==> src/rtl/systolic_feeder_pkg.sv <==
// Shared definitions for the systolic array operand feeder: default geometry,
// feeder state encoding and the drain-window length rule.
package systolic_pkg;

  localparam int N_DEF = 3;
  localparam int W_DEF = 8;

  typedef enum logic [1:0] {
    ST_IDLE  = 2'd0,
    ST_FEED  = 2'd1,
    ST_DRAIN = 2'd2,
    ST_DONE  = 2'd3
  } feed_state_e;

  // Zero-fill long enough for partial sums to clear the PE mult/add pipeline.
  function automatic int drain_cyc_default(input int n);
    return 2 * n + 2;
  endfunction

endpackage

==> src/rtl/systolic_feeder_if.sv <==
// Write port and edge-stream bundle between the feeder and its host/array.
interface systolic_feeder_if #(
  parameter int N = 3,
  parameter int W = 8
) ();
  localparam int IW = $clog2(N);

  logic            wr_en;
  logic            wr_sel;
  logic [IW-1:0]   wr_row;
  logic [IW-1:0]   wr_col;
  logic [W-1:0]    wr_data;
  logic            start;
  logic            busy;
  logic            feed_valid;
  logic [N*W-1:0]  a_out;
  logic [N*W-1:0]  b_out;
  logic            done;

  modport master (
    output wr_en, wr_sel, wr_row, wr_col, wr_data, start,
    input  busy, feed_valid, a_out, b_out, done
  );

  modport slave (
    input  wr_en, wr_sel, wr_row, wr_col, wr_data, start,
    output busy, feed_valid, a_out, b_out, done
  );
endinterface

==> src/rtl/systolic_feeder_operand_buffer.sv <==
// N x N operand register file with one write port and N diagonal read lanes.
// Row mode: lane i = M[i][t-i]; column mode: lane j = M[t-j][j].
module operand_buffer
  import systolic_pkg::*;
#(
  parameter int N        = N_DEF,
  parameter int W        = W_DEF,
  parameter int IW       = $clog2(N),
  parameter int TW       = $clog2(3 * N - 1),
  parameter bit COL_MODE = 1'b0
) (
  input  logic           clk,
  input  logic           rst_n,
  input  logic           wr_en,
  input  logic [IW-1:0]  wr_row,
  input  logic [IW-1:0]  wr_col,
  input  logic [W-1:0]   wr_data,
  input  logic [TW-1:0]  rd_t,
  output logic [N*W-1:0] rd_lanes
);

  logic [W-1:0] mem_q [N][N];
  logic [W-1:0] mem_d [N][N];

  // Next contents; out-of-range indices are silently dropped.
  always_comb begin
    mem_d = mem_q;
    if (wr_en && (int'(wr_row) < N) && (int'(wr_col) < N)) begin
      mem_d[wr_row][wr_col] = wr_data;
    end else begin
      mem_d = mem_q;
    end
  end

  // Storage flops, cleared on reset.
  always_ff @(posedge clk or negedge rst_n) begin
    if (!rst_n) begin
      for (int r = 0; r < N; r++) begin
        for (int c = 0; c < N; c++) begin
          mem_q[r][c] <= {W{1'b0}};
        end
      end
    end else begin
      mem_q <= mem_d;
    end
  end

  // Lanes read the post-write view so a write on the start edge reaches beat 0.
  always_comb begin
    int              d;
    logic [IW-1:0]   di;
    logic [IW-1:0]   li;
    rd_lanes = '0;
    for (int i = 0; i < N; i++) begin
      d  = int'(rd_t) - i;
      di = IW'(d);
      li = IW'(i);
      if ((d >= 0) && (d < N)) begin
        rd_lanes[i*W +: W] = COL_MODE ? mem_d[di][li] : mem_d[li][di];
      end else begin
        rd_lanes[i*W +: W] = {W{1'b0}};
      end
    end
  end

endmodule

==> src/rtl/systolic_feeder.sv <==
// Operand feeder: buffers A and B, streams them skewed into the array edges,
// zero-fills a drain window, then pulses done.
module systolic_feeder
  import systolic_pkg::*;
#(
  parameter int N         = N_DEF,
  parameter int W         = W_DEF,
  parameter int DRAIN_CYC = drain_cyc_default(N)
) (
  input  logic             clk,
  input  logic             rst_n,
  systolic_feeder_if.slave bus
);

  localparam int IW = $clog2(N);
  localparam int TW = $clog2(3 * N - 1);
  localparam int DW = $clog2(DRAIN_CYC + 1);
  localparam logic [TW-1:0] LAST_T     = TW'(3 * N - 3);
  localparam logic [DW-1:0] DRAIN_LAST = DW'(DRAIN_CYC - 1);

  feed_state_e     state_q, state_d;
  logic [TW-1:0]   t_q, t_d;
  logic [DW-1:0]   drain_q, drain_d;
  logic            busy_q, busy_d;
  logic            feed_valid_q, feed_valid_d;
  logic            done_q, done_d;
  logic [N*W-1:0]  a_out_q, a_out_d;
  logic [N*W-1:0]  b_out_q, b_out_d;
  logic [N*W-1:0]  a_lanes, b_lanes;
  logic            wr_ok;

  assign wr_ok = bus.wr_en && (state_q == ST_IDLE);

  operand_buffer #(.N(N), .W(W), .IW(IW), .TW(TW), .COL_MODE(1'b0)) u_buf_a (
    .clk      (clk),
    .rst_n    (rst_n),
    .wr_en    (wr_ok && !bus.wr_sel),
    .wr_row   (bus.wr_row),
    .wr_col   (bus.wr_col),
    .wr_data  (bus.wr_data),
    .rd_t     (t_d),
    .rd_lanes (a_lanes)
  );

  operand_buffer #(.N(N), .W(W), .IW(IW), .TW(TW), .COL_MODE(1'b1)) u_buf_b (
    .clk      (clk),
    .rst_n    (rst_n),
    .wr_en    (wr_ok && bus.wr_sel),
    .wr_row   (bus.wr_row),
    .wr_col   (bus.wr_col),
    .wr_data  (bus.wr_data),
    .rd_t     (t_d),
    .rd_lanes (b_lanes)
  );

  // Sequencing; outputs are precomputed from the next state so they register
  // in step with it and beat 0 appears the cycle after start.
  always_comb begin
    state_d = state_q;
    t_d     = t_q;
    drain_d = drain_q;
    case (state_q)
      ST_IDLE: begin
        if (bus.start) begin
          state_d = ST_FEED;
          t_d     = {TW{1'b0}};
        end else begin
          state_d = ST_IDLE;
        end
      end
      ST_FEED: begin
        if (t_q == LAST_T) begin
          state_d = ST_DRAIN;
          drain_d = {DW{1'b0}};
        end else begin
          t_d = t_q + TW'(1);
        end
      end
      ST_DRAIN: begin
        if (drain_q == DRAIN_LAST) begin
          state_d = ST_DONE;
        end else begin
          drain_d = drain_q + DW'(1);
        end
      end
      ST_DONE: state_d = ST_IDLE;
      default: state_d = ST_IDLE;
    endcase

    feed_valid_d = (state_d == ST_FEED);
    busy_d       = (state_d != ST_IDLE);
    done_d       = (state_d == ST_DONE);
    a_out_d      = feed_valid_d ? a_lanes : {(N*W){1'b0}};
    b_out_d      = feed_valid_d ? b_lanes : {(N*W){1'b0}};
  end

  // State, counters and output registers.
  always_ff @(posedge clk or negedge rst_n) begin
    if (!rst_n) begin
      state_q      <= ST_IDLE;
      t_q          <= {TW{1'b0}};
      drain_q      <= {DW{1'b0}};
      busy_q       <= 1'b0;
      feed_valid_q <= 1'b0;
      done_q       <= 1'b0;
      a_out_q      <= {(N*W){1'b0}};
      b_out_q      <= {(N*W){1'b0}};
    end else begin
      state_q      <= state_d;
      t_q          <= t_d;
      drain_q      <= drain_d;
      busy_q       <= busy_d;
      feed_valid_q <= feed_valid_d;
      done_q       <= done_d;
      a_out_q      <= a_out_d;
      b_out_q      <= b_out_d;
    end
  end

  assign bus.busy       = busy_q;
  assign bus.feed_valid = feed_valid_q;
  assign bus.done       = done_q;
  assign bus.a_out      = a_out_q;
  assign bus.b_out      = b_out_q;

endmodule

==> src/flat_wrapper.sv <==
// flat-port wrapper written by rule: the top's interface ports become plain ports
module systolic_feeder_flat import systolic_pkg::*;
#(
  parameter int N         = N_DEF,
  parameter int W         = W_DEF,
  parameter int DRAIN_CYC = drain_cyc_default(N)
)
  (clk, rst_n, bus_wr_en, bus_wr_sel, bus_wr_row, bus_wr_col, bus_wr_data, bus_start, bus_busy, bus_feed_valid, bus_a_out, bus_b_out, bus_done);
  systolic_feeder_if #(.N(N), .W(W)) bus_i ();
  input  logic clk;
  input  logic rst_n;
  input wire logic [$bits(bus_i.wr_en)-1:0] bus_wr_en;
  input wire logic [$bits(bus_i.wr_sel)-1:0] bus_wr_sel;
  input wire logic [$bits(bus_i.wr_row)-1:0] bus_wr_row;
  input wire logic [$bits(bus_i.wr_col)-1:0] bus_wr_col;
  input wire logic [$bits(bus_i.wr_data)-1:0] bus_wr_data;
  input wire logic [$bits(bus_i.start)-1:0] bus_start;
  output wire logic [$bits(bus_i.busy)-1:0] bus_busy;
  output wire logic [$bits(bus_i.feed_valid)-1:0] bus_feed_valid;
  output wire logic [$bits(bus_i.a_out)-1:0] bus_a_out;
  output wire logic [$bits(bus_i.b_out)-1:0] bus_b_out;
  output wire logic [$bits(bus_i.done)-1:0] bus_done;
  assign bus_i.wr_en = bus_wr_en;
  assign bus_i.wr_sel = bus_wr_sel;
  assign bus_i.wr_row = bus_wr_row;
  assign bus_i.wr_col = bus_wr_col;
  assign bus_i.wr_data = bus_wr_data;
  assign bus_i.start = bus_start;
  assign bus_busy = bus_i.busy;
  assign bus_feed_valid = bus_i.feed_valid;
  assign bus_a_out = bus_i.a_out;
  assign bus_b_out = bus_i.b_out;
  assign bus_done = bus_i.done;
  systolic_feeder #(.N(N), .W(W), .DRAIN_CYC(DRAIN_CYC)) u_core (.clk(clk), .rst_n(rst_n), .bus(bus_i));
endmodule
==> config.mk <==
export PLATFORM = sky130hd
export DESIGN_NAME = systolic_feeder_flat
export DESIGN_NICKNAME = d
export VERILOG_FILES = /design/src/rtl/systolic_feeder_pkg.sv /design/src/rtl/systolic_feeder_if.sv /design/src/rtl/systolic_feeder_operand_buffer.sv /design/src/rtl/systolic_feeder.sv /design/src/flat_wrapper.sv
export SDC_FILE = /design/constraint.sdc
export NUM_CORES = 1
export LEC_CHECK = 0
export CAP_MARGIN = 15
export CORE_MARGIN = 2
export CORE_UTILIZATION = 30
export CTS_CLUSTER_DIAMETER = 120
export DETAILED_ROUTE_END_ITERATION = 10
export SYNTH_ARGS = -nofsm -noshare
export SYNTH_HDL_FRONTEND = slang
export SYNTH_HIERARCHICAL = 1
export SYNTH_SLANG_ARGS = --single-unit
==> constraint.sdc <==
create_clock -name clk -period 6.3 [get_ports clk]
set_input_delay 0.63 -clock clk [delete_from_list [all_inputs] [get_ports clk]]
set_output_delay 0.63 -clock clk [all_outputs]
set_load 0.02 [all_outputs]
# Word level (Yosys, flattened, before mapping)
# Cells that the tools add are included.
# word_totals
latch_bits	0
reg_bits	204
rom_bits	0
ram_bits	0
out_inout_bits	51
mem_count	0
# op_classes
div_mod_pow	0
n_lt_le_gt_ge	15
muxes	44
multipliers	0
n_shift	0
n_eq_ne	9
bitwise_logic	5
n_reduce_logical	17
addsub	4
# ops
cell	n
24-bit binary-select mux with 2-bit select	3
72-bit bitwise mux	2
72-bit 2-to-1 mux	2
24-bit 2-to-1 mux	5
8-bit 2-to-1 mux	15
8-bit binary-select mux with 2-bit select	3
24-bit demux with 2-bit select	1
16-bit 2-to-1 mux	2
8-bit demux with 2-bit select	1
3-bit greater-or-equal comparator (second input constant)	5
2-bit NOT with 3-bit output	5
1-bit logical AND	12
4-bit by 1-bit greater-or-equal comparator with 1-bit output (second input constant)	2
4-bit by 3-bit < comparator with 1-bit output (second input constant)	2
4-bit 2-to-1 mux	2
2-bit one-hot mux with 4 select lines	1
4-bit one-hot mux with 2 select lines	1
2-bit equality test (second input constant)	3
3-bit by 1-bit < comparator with 1-bit output (second input constant)	2
3-bit 2-to-1 mux	2
3-bit one-hot mux with 2 select lines	1
4-bit by 1-bit adder with 4-bit output (second input constant)	1
2-bit by 1-bit equality test with 1-bit output (second input constant)	2
4-bit by 3-bit equality test with 1-bit output (second input constant)	1
other kinds (15)	18

# Logic depth before layout (Yosys ltp)
# Gate-level depths: netlist (run 1).
# depth
word_depth	14
mapped_depth	13

# Cells and area by module
# Netlist (run 1), hierarchy kept.
# modules_own_cells
module	area_per_inst_um2	cells_each	seq_area_each_um2	n_inst
operand_buffer at u_core.u_buf_b	3912.5	387	1801.7	1
operand_buffer at u_core.u_buf_a	3682.3	319	1801.7	1
systolic_feeder	2160.8	160	1501.4	1

# Worst setup path after synthesis (run 1)
# No wires, ideal clock.
# synth_timing
kind	register to register
startpoint	register u_core.t_q[0]
endpoint	register u_core.b_out_q[19], in the netlist u_core/bus.b_out[19]
path_stages_with_launch	11
synth_period_minus_slack_ns	3.574
arrival_ns	3.509
slack_ns	2.726
path_cell_list	dfrtp_1 -> inv_1 -> ha_1 -> o31ai_1 -> inv_1 -> clkbuf_1 -> ha_1 -> or2_2 -> a2111oi_2 -> a32o_1 -> and2_1
# synth_via
elab_chain_len	10
elab_cells_between_ends	18
classes_between	add/sub: 2; order compare: 2; eq/ne: 2; mux: 10; bitwise: 1; reduce/logical: 1
# synth_lines
element	line	text
start: declaration	systolic_feeder.sv:22	logic [TW-1:0] t_q, t_d;
start signal: assignment	systolic_feeder.sv:101	t_q <= {TW{1'b0}};
start signal: assignment	systolic_feeder.sv:110	t_q <= t_d;
3-bit by 1-bit adder with 3-bit output or 3-bit equality test (tied branches)	systolic_feeder.sv:76, systolic_feeder.sv:72	
3-bit 2-to-1 mux (*)	systolic_feeder.sv:72	if (t_q == LAST_T) begin
3-bit one-hot mux with 2 select lines (*)	systolic_feeder.sv:62	case (state_q)
via u_core.t_d[1]	systolic_feeder.sv:22	
3-bit by 2-bit subtractor with 4-bit output (*)	systolic_feeder_operand_buffer.sv:55	d = int'(rd_t) - i;
2-bit NOT with 3-bit output (implied by the code)	systolic_feeder_operand_buffer.sv:59	rd_lanes[i*W +: W] = COL_MODE ? mem_d[di][li] : mem_d[li][di];
24-bit binary-select mux with 2-bit select	systolic_feeder_operand_buffer.sv:59	
8-bit 2-to-1 mux (implied by the code) (2 in series)	systolic_feeder_operand_buffer.sv:59	
8-bit 2-to-1 mux (*)	systolic_feeder_operand_buffer.sv:58	if ((d >= 0) && (d < N)) begin
via u_core.b_lanes[19]	systolic_feeder.sv:29	logic [N*W-1:0] a_lanes, b_lanes;
24-bit 2-to-1 mux (*)	systolic_feeder.sv:94	b_out_d = feed_valid_d ? b_lanes : {(N*W){1'b0}};
via u_core.b_out_d[19]	systolic_feeder.sv:28	logic [N*W-1:0] b_out_q, b_out_d;
end signal: assignment	systolic_feeder.sv:107	b_out_q <= {(N*W){1'b0}};
end signal: assignment	systolic_feeder.sv:116	b_out_q <= b_out_d;
end: declaration	systolic_feeder.sv:28	
# The timed path passes the listed nets; every way through them passes the cells marked *. The select of a mux whose other input is x is not followed.
# A chain may end at the register's enable or synchronous reset.

# Final worst setup path (run 1)
# layout_timing
startpoint	register u_core.state_q[0]
endpoint	register u_core.a_out_q[23], in the netlist u_core/bus.a_out[23]
# layout_via
elab_cells_between_ends	24
classes_between	add/sub: 1; order compare: 2; eq/ne: 4; mux: 10; bitwise: 1; reduce/logical: 6
# layout_rtl
element	line	text
start: declaration	systolic_feeder.sv:21	feed_state_e state_q, state_d;
start signal: assignment	systolic_feeder.sv:109	state_q <= state_d;
2-bit by 1-bit equality test with 1-bit output or 2-bit zero test (tied branches)	systolic_feeder.sv:62	
3-bit one-hot mux with 2 select lines (*)	systolic_feeder.sv:62	
via u_core.t_d[1]	systolic_feeder.sv:22	
3-bit by 2-bit subtractor with 4-bit output (*)	systolic_feeder_operand_buffer.sv:55	
2-bit NOT with 3-bit output (implied by the code)	systolic_feeder_operand_buffer.sv:59	
8-bit binary-select mux with 2-bit select	systolic_feeder_operand_buffer.sv:59	
8-bit 2-to-1 mux (implied by the code) (2 in series)	systolic_feeder_operand_buffer.sv:59	
8-bit 2-to-1 mux (*)	systolic_feeder_operand_buffer.sv:58	
via u_core.a_lanes[23]	systolic_feeder.sv:29	
24-bit 2-to-1 mux (*)	systolic_feeder.sv:93	a_out_d = feed_valid_d ? a_lanes : {(N*W){1'b0}};
via u_core.a_out_d[23]	systolic_feeder.sv:27	logic [N*W-1:0] a_out_q, a_out_d;
end signal: assignment	systolic_feeder.sv:106	a_out_q <= {(N*W){1'b0}};
end signal: assignment	systolic_feeder.sv:115	a_out_q <= a_out_d;
end: declaration	systolic_feeder.sv:27	
# Marked as above.

==> results_dict.tcl, run 1 <==
set metrics [dict create \
    viasPerCell 5.18 \
    num_io_pins 68 \
    drcViolationCount 0 \
    power.density_nw_per_um2 494 \
    cts_buffers 24 \
    power_frac_seq_pct 30.6 \
    clock_path_buffers 3 \
    routedWlPerCell_um 18.3 \
    finalHoldViolCount 0 \
    cap_violations 0 \
    ys.flop_type "dfrtp_1" \
    ctsResizeCount 0 \
    yosysWarningCount 6 \
    syn_area_um2 9760 \
    switchingPower_uw 2240 \
    grt_pass1_vias 7151 \
    finalNonFillerCells 1372 \
    finClkSkew_ps 13.7 \
    synth_nets 900 \
    netlist.area_leader.share_pct 52.3 \
    tns_ps 0 \
    switching_share_pct 39.0 \
    clkPwrFrac_pct 23.8 \
    grt_use_total_pct 14.9 \
    drt_iter0_drc 486 \
    rows 66 \
    synth_cell_types 78 \
    clkSinkCount 204 \
    wl_um 25100 \
    grt_max_degree 74 \
    critPathKind "reg -> reg" \
    internal_power_uw 3500 \
    maxSlewViolCount 0 \
    fmax_ghz 0.268 \
    io_buffers 67 \
    overflow 0 \
    gp_congestion 0.781 \
    place_area_um2 10800 \
    relSlewSlack_pct 23.4 \
    crit_path_start_kind "register" \
    diodes 0 \
    fin_crit_sh_pct 59.3 \
    synth-edff-count 0 \
    post-cts-setup-buffers 0 \
    postLayoutSetupSlackWorst_ps 2560 \
    hpwl_um 15600 \
    hold_class "in -> async" \
    die_h_um 184 \
    async_reset_ff_share_pct 100 \
    path_clk_slew_ps 60 \
    start_util_pct 30.2 \
    setup-violations-final 0 \
    p_leak_uw 0.00533 \
    synth-seq-area-share_pct 52.3 \
    htreeDepth 1 \
    dr.pass1.iters 5 \
    end_kind "register" \
    fp.dieArea_um2 34000 \
    pre_cts_slack_ps 2160 \
    synth_area_leaders "dfrtp_1, mux2_2, and2_1, o21ai_0, nand3_1" \
    root_buffer "clkbuf_16" \
    grt_antenna_before_repair 1 \
    ys_seq_elements 204 \
    placedCellCount 1334 \
    via_count 7105 \
    rsz0062_at_grt "false" \
    coreArea_um2 32300 \
    tightest_slew_ps 1140 \
    cts_tree "yes" \
    max-vdd-ir-drop_uv 254 \
    arrival_ps 4190 \
    n_fill_cell 3167 \
    required_ps 6750 \
    fin_nets 952 \
    grt_pass1_wl_um 40300 \
    status "finished, final reports clean" \
    die_width_um 184 \
    area_growth_pct 19.0 \
    period_needed_ps 3740 \
    utilization_pct 35.9 \
    netlist.top_cell.by_area "dfrtp_1" \
    avgSynthCellArea_um2 11.3 \
    ant_nets 0 \
    clk_latency_ps 510 \
    holdBufCountCts 0 \
    drive_above_1_share_pct 17.0 \
    final_area_um2 11600 \
    cp_max_fo 30 \
    pwr-share-comb_pct 45.5 \
    synth_cells 866 \
]
[metrics by stage]
stage | power, uW | hold WS [ps]
2_1_floorplan | 3550 | 334
3_3_place_gp | 4360 | 460
3_5_place_dp | 4380 | 466
4_1_cts | 5780 | 145
5_1_grt | 6120 | 171
6_report | 5740 | 129
[layout by cell type (no fill, tap or decap), types with 5 or more instances in the layout]
cell               n
a22o_1             6
mux2i_1           14
o221ai_1           8
clkdlybuf4s50_1   65
o2bb2ai_1         11
dfrtp_1          204
and3_1             5
o21ai_0           52
nand3b_1           8
nor2b_1           12
o21ai_2            7
nand2b_1           6
a221oi_1           5
clkbuf_16         25
a21oi_1           13
nand2_1           56
a221o_1            7
nor3_1             9
buf_4             14
o22ai_1            6
and2_1            48
a211oi_1           5
ha_1              17
o21ai_1            5
a32o_1            17
a21boi_0           9
clkbuf_8           5
o311ai_0           8
o211ai_1           5
nor2_1            24
nand3_1           49
mux2_2            78
o32ai_1           13
clkbuf_1           5
inv_1             32
[state kept, by name, summed over array words and instances (netlist names)]
signal / count
u_core/u_buf_a/mem_q: 72
u_core/u_buf_b/mem_q: 72
u_core/bus.a_out: 24
u_core/bus.b_out: 24
u_core/drain_q: 4
u_core/t_q: 3
u_core/state_q: 2
u_core/bus.busy: 1
u_core/bus.done: 1
u_core/bus.feed_valid: 1
[power groups by stage]
stage          logic [uW]  registers, uW  clock network, uW
2_1_floorplan        1680           1870                  0
3_3_place_gp         2580           1780                  0
3_5_place_dp         2600           1780                  0
4_1_cts              2610           1760               1400
5_1_grt              2870           1790               1450
6_report             2610           1760               1370
[synth_stat cells (all sizes together), types with 7 or more instances]
cell	number
nor2b	13
buf	17
a221o	7
o2bb2ai	11
dfrtp	204
clkbuf	38
nand2	57
a211oi	7
inv	34
nand3	50
a32o	17
and2	49
nand3b	8
nor2	27
a21oi	13
o311ai	10
o21ai	64
o221ai	8
mux2	80
a21boi	9
ha	17
o32ai	13
mux2i	14
nor3	9
[worst max-delay path, cell delays in order, from the launching register on]
cell,delay (ps)
dfrtp_1,590
inv_1,260
o31ai_4,250
buf_4,350
inv_1,250
ha_1,310
or2_2,320
a2111oi_2,1000
a32o_1,220
and2_1,120
[cell families (layout without fill, tap and decap cells)]
logic type                 Yosys count  in the layout  share of synthesized area [%]
muxes                               94             94                           10.7
DFF                                204            204                           52.3
AOI/OAI and AO/OA                  201            201                           15.5
xor gates and xnor gates             5              5                          0.449
buffers and inverters               89            153                           4.03
adders and majority gates           17             17                           2.18
and+or+nand+nor                    256            256                           14.8
[final timing paths]
check                                                   startpoint                                 end  cells past startpoint  slack (ps)
worst max-delay path                   u_core/state_q[0]$_DFF_PN0_      u_core/bus.a_out[23]$_DFF_PN0_                      9        2560
worst min-delay path                                         rst_n     u_core/bus.feed_valid$_DFF_PN0_                      1         130
worst max register to register         u_core/state_q[0]$_DFF_PN0_      u_core/bus.a_out[23]$_DFF_PN0_                      9        2560
worst min register to register  u_core/u_buf_a/mem_q[34]$_DFF_PN0_  u_core/u_buf_a/mem_q[34]$_DFF_PN0_                      2         480
max in group asynchronous                                    rst_n  u_core/u_buf_a/mem_q[68]$_DFF_PN0_                      2        4830
min in group clk                u_core/u_buf_a/mem_q[34]$_DFF_PN0_  u_core/u_buf_a/mem_q[34]$_DFF_PN0_                      2         480
[routing by layer]
metal / wire length, um / up-vias / GRT usage, %
met5: 11 / - / 0
met4: 550 / 2 / 3.84
met3: 1120 / 42 / 2.39
met2: 11500 / 180 / 23.9
met1: 11900 / 3615 / 20.9
li1: - / 3266 / -
[cell type report]
cell class | instances | area (um2) | share of cell area, %
Inverter | 34 | 128 | 1.10
Multi-Input combinational cell | 573 | 4280 | 36.8
Tap cell | 442 | 553 | 4.77
Clock buffer | 34 | 699 | 6.03
Timing Repair Buffer | 81 | 774 | 6.67
Clock inverter | 4 | 70.1 | 0.604
Sequential cell | 204 | 5100 | 44.0
No activity file was read; power rests on OpenSTA's default activity.
==> inputs of run 2 (changes only) <==
==> constraint.sdc (replaced) <==
create_clock -name clk -period 3.5 [get_ports clk]
set_input_delay 0.35 -clock clk [delete_from_list [all_inputs] [get_ports clk]]
set_output_delay 0.35 -clock clk [all_outputs]
set_load 0.02 [all_outputs]
==> results_dict.tcl, run 2 (synthesized netlist as in run 1, its figures left out) <==
set metrics [dict create \
    status "finished, final reports clean" \
    cts_buffers 24 \
    tns_ps 0 \
    p_leak_uw 0.00557 \
    arrival_ps 3540 \
    die_h_um 184 \
    finClkSkew_ps 21.4 \
    utilization_pct 37.1 \
    via_count 7268 \
    layout_commonest_cell "dfrtp_1" \
    tightest_slew_ps 842 \
    cp_max_fo 13 \
    crit_path_start_kind "register" \
    relSlewSlack_pct 43.7 \
    diodes 0 \
    fmax_ghz 0.320 \
    wl_um 25500 \
    finalHoldViolCount 0 \
    path_clk_slew_ps 60 \
    cap_violations 0 \
    dr.pass1.iters 7 \
    drt_iter0_drc 531 \
    final_cell_mix "dfrtp_1, mux2_2, clkdlybuf4s50_1" \
    ant_nets 0 \
    start_util_pct 30.2 \
    timing.rr.start "u_core/t_q[0]$_DFF_PN0_" \
    grt_max_degree 85 \
    drive_above_1_share_pct 21.3 \
    maxSlewViolCount 0 \
    hpwl_um 16900 \
    cts_tree "yes" \
    drcViolationCount 0 \
    overflow 0 \
    max_stage_delay_ps 410 \
    grt_pass1_vias 7264 \
    clock_path_buffers 3 \
    clk_latency_ps 530 \
    die_width_um 184 \
    num_io_pins 68 \
    end_kind "register" \
    critPathKind "reg -> reg" \
    placedCellCount 1378 \
    finalNonFillerCells 1422 \
    area_growth_pct 22.7 \
    max-vdd-ir-drop_uv 414 \
    rr_worst_depth 12 \
    fp.dieArea_um2 34000 \
    crit_chain "inv_1 -> ha_1 -> a211oi_1 -> a31oi_1 -> o21ai_2 -> inv_1 -> ha_1 -> buf_4 -> o21ai_0 -> o21ai_0 -> o22ai_1 -> and2_1" \
    grt_antenna_before_repair 0 \
    ff2ff_setup_slack_ps 370 \
    rsz0062_at_grt "false" \
    grt_pass1_wl_um 40900 \
    required_ps 3920 \
    setup-violations-final 0 \
    rows 66 \
    root_buffer "clkbuf_16" \
    period_needed_ps 3130 \
    grt_use_total_pct 15.3 \
    io_buffers 67 \
    viasPerCell 5.11 \
    routedWlPerCell_um 17.9 \
    power.density_nw_per_um2 892 \
    clkSinkCount 204 \
    hold_class "in -> async" \
    coreArea_um2 32300 \
    critical_path_buf_inv_count 3 \
    top_regs "u_core/u_buf_a/mem_q (72), u_core/u_buf_b/mem_q (72)" \
    r2r_end "u_core/bus.a_out[8]$_DFF_PN0_" \
    fin_nets 1000 \
    critPathTopFamily "compound AO/OA/AOI/OAI gates" \
    gp_congestion 0.790 \
    htreeDepth 1 \
    fin_crit_sh_pct 89.3 \
    slowest_stage "dfrtp_1" \
]
-- run 2: cell count changes in the layout (fill, tap and decap cells not counted), moves of 2 or more --
cell,change
clkinv_2,+2
bufinv_16,-2
buf_4,+46
clkbuf_8,+3
clkbuf_1,-2
-- run 2: worst reg2reg max path: cells and delay by family, from the launching register on --
kind | cells | cell delay (ps)
buf+inv | 3 | 510
fa+ha+maj | 2 | 650
simple gates | 1 | 150
flops | 1 | 410
compound gates | 6 | 1320
-- run 2: area by class of cell --
type | count | area, um2
repair buffers | 129 | 1150
well taps | 442 | 553
clock inverters | 6 | 47.5
fillers | 3154 | 20300
flip-flops and latches | 204 | 5100
multi-input cells | 573 | 4280
clock buffers | 34 | 708
inverters | 34 | 128
-- run 2: stage by stage --
step           hold WS [ps]  total power, uW  area (um2)  setup WS (ps)
6_report                454            10700       12000            375
5_1_grt                 503            11400       12000           71.2
4_1_cts                 483            10700       11900            142
3_5_place_dp            467             8250       11200            150
3_3_place_gp            462             8210       11200            197
2_1_floorplan          54.4             6390        9760           57.4
-- run 2: report_power, final --
part / internal (uW) / switching, uW
clock: 1400 / 971
combinational: 2200 / 2940
sequential: 2920 / 232
total: 6520 / 4150
-- run 2: repair_timing --
item / 4_1_cts / 5_1_grt
endpoints found under the setup margin: 0 / 26
endpoints found under the hold margin: 81 / 0
resized for setup: 0 / 0
hold buffers: 1 / 0
setup buffers: 0 / 3
-- run 2: layer usage --
metal  up-vias  global-route usage [%]  part of all wire, %
met5         -                       0                    0
met2       192                    24.6                   47
met3        38                    2.04                  4.1
met4         0                    4.13                  2.1
met1      3676                    21.6                   47
li1       3362                       -                    -
-- run 2: how the worst max path moves through the flow --
stage                                  startpoint  cells after the start                        endpoint
final                     u_core/t_q[0]$_DFF_PN0_                     12   u_core/bus.a_out[8]$_DFF_PN0_
after global routing      u_core/t_q[0]$_DFF_PN0_                     13  u_core/bus.a_out[14]$_DFF_PN0_
after CTS                 u_core/t_q[0]$_DFF_PN0_                     12  u_core/bus.b_out[21]$_DFF_PN0_
after detailed placement  u_core/t_q[0]$_DFF_PN0_                     12  u_core/bus.b_out[21]$_DFF_PN0_
after global placement                  bus_start                     13  u_core/bus.b_out[17]$_DFF_PN0_
after floorplan           u_core/t_q[0]$_DFF_PN0_                     13  u_core/bus.b_out[15]$_DFF_PN0_
